==> config.mk <==
export PLATFORM = sky130hd
export DESIGN_NAME = vga_timing_gen
export DESIGN_NICKNAME = d
export VERILOG_FILES = /design/src/rtl/vga_timing_pkg.sv /design/src/rtl/vga_pixel_tick.sv /design/src/rtl/vga_timing_gen.sv
export SDC_FILE = /design/constraint.sdc
export NUM_CORES = 1
export LEC_CHECK = 0
export ABC_AREA = 1
export BUFFER_PORTS_ARGS = -buffer_cell sky130_fd_sc_hd__buf_2
export CORE_AREA = 8 8 85 87
export DETAILED_ROUTE_END_ITERATION = 16
export DIE_AREA = 0 0 93 95
export PLACE_DENSITY = 0.51
export SYNTH_ARGS = -nofsm -noshare
export SYNTH_HDL_FRONTEND = slang
export SYNTH_SLANG_ARGS = --single-unit
export TNS_END_PERCENT = 5
==> constraint.sdc <==
create_clock -name clk -period 4.8 [get_ports clk]
set_input_delay 1.44 -clock clk [delete_from_list [all_inputs] [get_ports clk]]
set_output_delay 1.44 -clock clk [all_outputs]
set_load 0.03 [all_outputs]
==> src/rtl/vga_timing_pkg.sv <==
// Shared constants for the video timing generator: 640x480@60 defaults,
// sync polarity encodings and the frame total helper.
package vga_timing_pkg;

    localparam int unsigned DEF_CLK_DIV  = 4;
    localparam int unsigned DEF_H_ACTIVE = 640;
    localparam int unsigned DEF_H_FRONT  = 16;
    localparam int unsigned DEF_H_SYNC   = 96;
    localparam int unsigned DEF_H_BACK   = 48;
    localparam int unsigned DEF_V_ACTIVE = 480;
    localparam int unsigned DEF_V_FRONT  = 10;
    localparam int unsigned DEF_V_SYNC   = 2;
    localparam int unsigned DEF_V_BACK   = 33;
    localparam int unsigned DEF_CNT_W    = 10;

    localparam bit SYNC_ACTIVE_LOW  = 1'b0;
    localparam bit SYNC_ACTIVE_HIGH = 1'b1;

    // Total period (line or frame) from its four segments
    function automatic int unsigned timing_total(input int unsigned active,
                                                 input int unsigned front,
                                                 input int unsigned sync,
                                                 input int unsigned back);
        return active + front + sync + back;
    endfunction

endpackage

==> src/rtl/vga_pixel_tick.sv <==
// Pixel-rate enable: divides clk by CLK_DIV, holding the divider while
// enable is low. pixel_tick is suppressed during reset.
module vga_pixel_tick
    import vga_timing_pkg::*;
#(
    parameter int unsigned CLK_DIV = DEF_CLK_DIV
) (
    input  logic clk,
    input  logic reset,
    input  logic enable,
    output logic pixel_tick
);

    localparam int unsigned DIV_W = (CLK_DIV > 1) ? $clog2(CLK_DIV) : 1;
    localparam logic [DIV_W-1:0] DIV_MAX = DIV_W'(CLK_DIV - 1);

    logic [DIV_W-1:0] div_q;
    logic [DIV_W-1:0] div_d;
    logic             at_max;

    // Next divider value: wrap at CLK_DIV-1, hold when disabled
    always_comb begin
        at_max = (div_q == DIV_MAX);
        div_d  = div_q;
        if (enable) begin
            div_d = at_max ? '0 : div_q + DIV_W'(1);
        end
    end

    // Divider register
    always_ff @(posedge clk or negedge reset) begin
        if (!reset) begin
            div_q <= '0;
        end else begin
            div_q <= div_d;
        end
    end

    assign pixel_tick = reset & enable & at_max;

endmodule

==> src/rtl/vga_timing_gen.sv <==
// Parametrised video timing generator: pixel-rate counters, registered
// hsync/vsync, active-area flag, pixel coordinates and line/frame strobes.
// Define VGA_TIMING_ALIGN_EN to register pixelx/pixely/video_on so they
// share the one-clock latency of the sync outputs.
module vga_timing_gen
    import vga_timing_pkg::*;
#(
    parameter int unsigned CLK_DIV   = DEF_CLK_DIV,
    parameter int unsigned H_ACTIVE  = DEF_H_ACTIVE,
    parameter int unsigned H_FRONT   = DEF_H_FRONT,
    parameter int unsigned H_SYNC    = DEF_H_SYNC,
    parameter int unsigned H_BACK    = DEF_H_BACK,
    parameter int unsigned V_ACTIVE  = DEF_V_ACTIVE,
    parameter int unsigned V_FRONT   = DEF_V_FRONT,
    parameter int unsigned V_SYNC    = DEF_V_SYNC,
    parameter int unsigned V_BACK    = DEF_V_BACK,
    parameter bit          HSYNC_POL = SYNC_ACTIVE_LOW,
    parameter bit          VSYNC_POL = SYNC_ACTIVE_LOW,
    parameter int unsigned CNT_W     = DEF_CNT_W
) (
    input  logic             clk,
    input  logic             reset,
    input  logic             enable,
    output logic             hsync,
    output logic             vsync,
    output logic             video_on,
    output logic [CNT_W-1:0] pixelx,
    output logic [CNT_W-1:0] pixely,
    output logic             pixel_tick,
    output logic             line_end,
    output logic             frame_end
);

    localparam int unsigned H_TOT = timing_total(H_ACTIVE, H_FRONT, H_SYNC, H_BACK);
    localparam int unsigned V_TOT = timing_total(V_ACTIVE, V_FRONT, V_SYNC, V_BACK);

    localparam logic [CNT_W-1:0] H_LAST       = CNT_W'(H_TOT - 1);
    localparam logic [CNT_W-1:0] V_LAST       = CNT_W'(V_TOT - 1);
    localparam logic [CNT_W-1:0] H_VIS        = CNT_W'(H_ACTIVE);
    localparam logic [CNT_W-1:0] V_VIS        = CNT_W'(V_ACTIVE);
    localparam logic [CNT_W-1:0] H_SYNC_START = CNT_W'(H_ACTIVE + H_FRONT);
    localparam logic [CNT_W-1:0] H_SYNC_END   = CNT_W'(H_ACTIVE + H_FRONT + H_SYNC - 1);
    localparam logic [CNT_W-1:0] V_SYNC_START = CNT_W'(V_ACTIVE + V_FRONT);
    localparam logic [CNT_W-1:0] V_SYNC_END   = CNT_W'(V_ACTIVE + V_FRONT + V_SYNC - 1);

    logic [CNT_W-1:0] hcount_q;
    logic [CNT_W-1:0] hcount_d;
    logic [CNT_W-1:0] vcount_q;
    logic [CNT_W-1:0] vcount_d;
    logic             hsync_q;
    logic             hsync_d;
    logic             vsync_q;
    logic             vsync_d;
    logic             h_last;
    logic             v_last;
    logic             video_on_c;

    vga_pixel_tick #(
        .CLK_DIV (CLK_DIV)
    ) u_pixel_tick (
        .clk        (clk),
        .reset      (reset),
        .enable     (enable),
        .pixel_tick (pixel_tick)
    );

    // Counter advance: h wraps at end of line, v steps on h wrap
    always_comb begin
        hcount_d = hcount_q;
        vcount_d = vcount_q;
        h_last   = (hcount_q == H_LAST);
        v_last   = (vcount_q == V_LAST);
        if (pixel_tick) begin
            hcount_d = h_last ? '0 : hcount_q + CNT_W'(1);
            if (h_last) begin
                vcount_d = v_last ? '0 : vcount_q + CNT_W'(1);
            end
        end
    end

    // Sync window decode from the current counters
    always_comb begin
        hsync_d = ((hcount_q >= H_SYNC_START) && (hcount_q <= H_SYNC_END)) ? HSYNC_POL : ~HSYNC_POL;
        vsync_d = ((vcount_q >= V_SYNC_START) && (vcount_q <= V_SYNC_END)) ? VSYNC_POL : ~VSYNC_POL;
        video_on_c = (hcount_q < H_VIS) && (vcount_q < V_VIS);
    end

    // Counter and sync registers
    always_ff @(posedge clk or negedge reset) begin
        if (!reset) begin
            hcount_q <= '0;
            vcount_q <= '0;
            hsync_q  <= ~HSYNC_POL;
            vsync_q  <= ~VSYNC_POL;
        end else begin
            hcount_q <= hcount_d;
            vcount_q <= vcount_d;
            hsync_q  <= hsync_d;
            vsync_q  <= vsync_d;
        end
    end

    assign hsync     = hsync_q;
    assign vsync     = vsync_q;
    assign line_end  = pixel_tick & h_last;
    assign frame_end = line_end & v_last;

`ifdef VGA_TIMING_ALIGN_EN
    logic [CNT_W-1:0] pixelx_q;
    logic [CNT_W-1:0] pixelx_d;
    logic [CNT_W-1:0] pixely_q;
    logic [CNT_W-1:0] pixely_d;
    logic             video_on_q;
    logic             video_on_d;

    // Coordinates and active flag delayed to line up with the syncs
    always_comb begin
        pixelx_d   = hcount_q;
        pixely_d   = vcount_q;
        video_on_d = video_on_c;
    end

    // Aligned coordinate registers
    always_ff @(posedge clk or negedge reset) begin
        if (!reset) begin
            pixelx_q   <= '0;
            pixely_q   <= '0;
            video_on_q <= 1'b0;
        end else begin
            pixelx_q   <= pixelx_d;
            pixely_q   <= pixely_d;
            video_on_q <= video_on_d;
        end
    end

    assign pixelx   = pixelx_q;
    assign pixely   = pixely_q;
    assign video_on = video_on_q;
`else
    assign pixelx   = hcount_q;
    assign pixely   = vcount_q;
    assign video_on = video_on_c;
`endif

endmodule

==> reports/summary.log <==
INFO  clocking       cts_tree=yes
INFO  sta            timing.hold.ws=478ps
INFO  floorplan      initial_utilization=0.244
INFO  logic_synthesis top_cells_by_area_in_the_synthesized_netlist=dfrtp_1, nand2_1, inv_1, nor2_1, ha_1
INFO  layout         layout.cells.most_common_list=nand2_1, buf_2, inv_1
INFO  detailed_routing drtIter0Drc=78
INFO  sta            timing.clock.skew=7.77ps
INFO  power          power.switching_fraction=0.388
INFO  logic_synthesis syn_inst=181
INFO  sta            fin_crit_sh=0.810
INFO  place          detailedPlacementHpwl=2.76mm
INFO  detailed_routing detail_route.wirelength=3.54mm
INFO  logic_synthesis ys_dominant_reg_cell=dfrtp_1
INFO  logic_synthesis yosys.area.top_type_share=0.387
INFO  clocking       cts_inserted_buffers=3
INFO  logic_synthesis postSynthRegisterBits=24
INFO  floorplan      die_width=93um
INFO  floorplan      fp.coreArea=0.00582mm2
INFO  floorplan      die_h=95um
INFO  power          switchingPower=0.215mW
INFO  critical_path  path_class=input pin to output pin
INFO  place          placement.io_buffers=28
INFO  floorplan      design.die.area=0.00884mm2
INFO  layout         leading_cell_type_in_the_layout_fill_and_taps_excluded=nand2_1
INFO  sta            rsz0062_at_grt=false
INFO  floorplan      top_level_ports=29
INFO  logic_synthesis synth_area=0.00142mm2
INFO  layout         final_net_count=223
INFO  sta            tightestPinTransition=333ps
INFO  detailed_routing detailroute.via_count=1258
INFO  clocking       clk_path_buf_depth=2
INFO  logic_synthesis postSynthNetCount=190
INFO  layout         layout-area-overhead-vs-synth=19.1%
INFO  critical_path  endpoint_kind=output pin
INFO  detailed_routing post_dr_wirelength_cell=12.3um
INFO  global_routing grt_max_degree=25
INFO  power          power.share.sequential=0.491
INFO  detailed_routing post_drt_via_cell_ratio=4.38
INFO  clocking       cts_setup_buffers=0
INFO  place          gp_congestion=0.819
INFO  critical_path  worst-path-max-fanout=10
INFO  flow_run       max_cap_violations=0
INFO  critical_path  crit_arrival=2450ps
INFO  sta            tns_setup=0ps
INFO  clocking       cts.reportedPaths.clkPinSlew=90ps
INFO  logic_synthesis synth_cell_types=29
INFO  clocking       postCtsHoldBufs=0
INFO  global_routing grt_first_pass_wirelength=5.93mm
INFO  power          clockPowerShare=0.221
INFO  logic_synthesis proportion_of_synthesized_chip_area_in_sequential_cells=0.424
INFO  floorplan      fp-row-count=28
INFO  layout         antennaDiodeCount=0
INFO  critical_path  reg2reg_slack=3060ps
INFO  clocking       htree_levels=1
INFO  clocking       clkLatencyLatePin=270ps
INFO  logic_synthesis synth-edff-count=0
INFO  logic_synthesis average_cell_area_after_synthesis=7.85um2
INFO  clocking       cts.repair.resized=0
INFO  detailed_routing antenna_violating_nets_post_route=0
INFO  sta            clock_period_minus_worst_slack=3890ps
INFO  critical_path  critical_path_required=3360ps
INFO  sta            slew_headroom=0.776
INFO  logic_synthesis async_flop_share=1.00
INFO  power          p_per_area=327mW/mm2
INFO  critical_path  setup.worst_path.start_class=input pin
INFO  layout         layout.filler_cells=643
INFO  sta            finalHoldViolCount=0
INFO  sta            drv_slew=0
INFO  logic_synthesis synth_largest_area_cell=dfrtp_1
INFO  power          pwr-share-comb=0.288
INFO  worst_hold_path hold_path.class=flip-flop to flip-flop
INFO  sta            finalSetupViolations=0
INFO  run_status     status=completed
INFO  sta            max_clock_freq=257MHz
INFO  power          p_int=0.339mW
INFO  global_routing antenna_found_initial=0
INFO  global_routing grt.total_usage=0.0825
INFO  detailed_routing dr.pass1.iters=4
INFO  detailed_routing drt_drc_violations_left=0
INFO  global_routing grt_remaining_overflow=0
INFO  clocking       cts_root_buf=clkbuf_8
INFO  layout         drive_gt1_frac=0.193
INFO  global_routing vias_in_the_first_global_route=1200
INFO  logic_synthesis synth.yosys.warnings=0
INFO  power          power.leakage=0.794nW
INFO  power          vdd.ir_drop.worst=0.112mV
INFO  clocking       tritoncts_num_sinks=24
==> power by group through the flow <==
stage                     sequential (mW)  combinational (mW)  clock [mW]
final                               0.272               0.160       0.122
after global routing                0.280               0.179       0.132
after CTS                           0.274               0.163       0.126
after detailed placement            0.278               0.162           0
after global placement              0.276               0.161           0
after floorplan                     0.311              0.0745           0
==> worst paths after layout <==
kind                                                   start                                end  cells past startpoint
max                                                    reset                           line_end                      6
min                        u_pixel_tick.div_q[0]$_DFFE_PN0P_  u_pixel_tick.div_q[0]$_DFFE_PN0P_                      1
max reg2reg                            pixelx[0]$_DFFE_PN0N_              pixely[2]$_DFFE_PN0P_                      8
min reg2reg                u_pixel_tick.div_q[0]$_DFFE_PN0P_  u_pixel_tick.div_q[0]$_DFFE_PN0P_                      1
max in group asynchronous                              reset                    hsync$_DFF_PN1_                      2
min in group asynchronous                              reset              pixely[4]$_DFFE_PN0P_                      2
==> cell families (layout without fill, tap and decap cells) <==
logic type,Yosys count,count (layout),share of synthesized area
adders and majority gates,6,6,0.0528
AOI/OAI and AO/OA,16,16,0.0625
xor gates and xnor gates,8,8,0.0493
muxes,1,1,0.00792
and+or+nand+nor,99,99,0.327
buffers and inverters,27,58,0.0766
DFF,24,24,0.424
==> registers in the layout (all words and copies together), names as in the netlist <==
| signal | flops |
|---|---|
| hsync | 1 |
| u_pixel_tick.div_q | 2 |
| pixely | 10 |
| pixelx | 10 |
| vsync | 1 |
==> cell usage after synthesis (2+ instances only) <==
library cell	count
a21oi_1	2
dfrtp_1	22
dfstp_2	2
ha_1	6
inv_1	24
nand2_1	40
nand3_1	14
nand4_1	9
nor2_1	22
nor3_1	5
nor4_1	2
o211ai_1	2
o21ai_0	7
o21ai_1	3
xnor2_1	2
xor2_1	6
==> per-layer routing <==
| layer | up-vias | routed length, um | track usage |
|---|---|---|---|
| met5 | - | 0 | 0 |
| met4 | 0 | 43 | 0.0336 |
| met3 | 4 | 140 | 0.0143 |
| met2 | 26 | 1640 | 0.134 |
| met1 | 573 | 1720 | 0.106 |
| li1 | 655 | - | - |
==> area by class of cell <==
cell class | count | area, um2 | share of cell area
multi-input combinational | 130 | 709 | 0.419
sequential | 24 | 603 | 0.356
timing repair buffer | 29 | 148 | 0.0872
inverter | 26 | 97.6 | 0.0576
tap | 75 | 93.8 | 0.0554
clock buffer | 3 | 41.3 | 0.0244
==> critical path, cell delays in order <==
cell and delay, ps:
buf_2 130, nand3_4 120, clkinv_1 240, nand3_1 240, inv_1 80, buf_2 190
==> per-stage QoR <==
stage	utilization	setup WS (ps)	instance area, um2	instances	total power [mW]
finish	0.291	911	1690	287	0.554
global route	0.291	795	1690	287	0.591
CTS	0.291	896	1690	287	0.564
detailed placement	0.284	904	1650	284	0.440
global placement	0.284	954	1650	284	0.437
floorplan	-	981	1420	181	0.386
(Power assumes the default switching activity.)
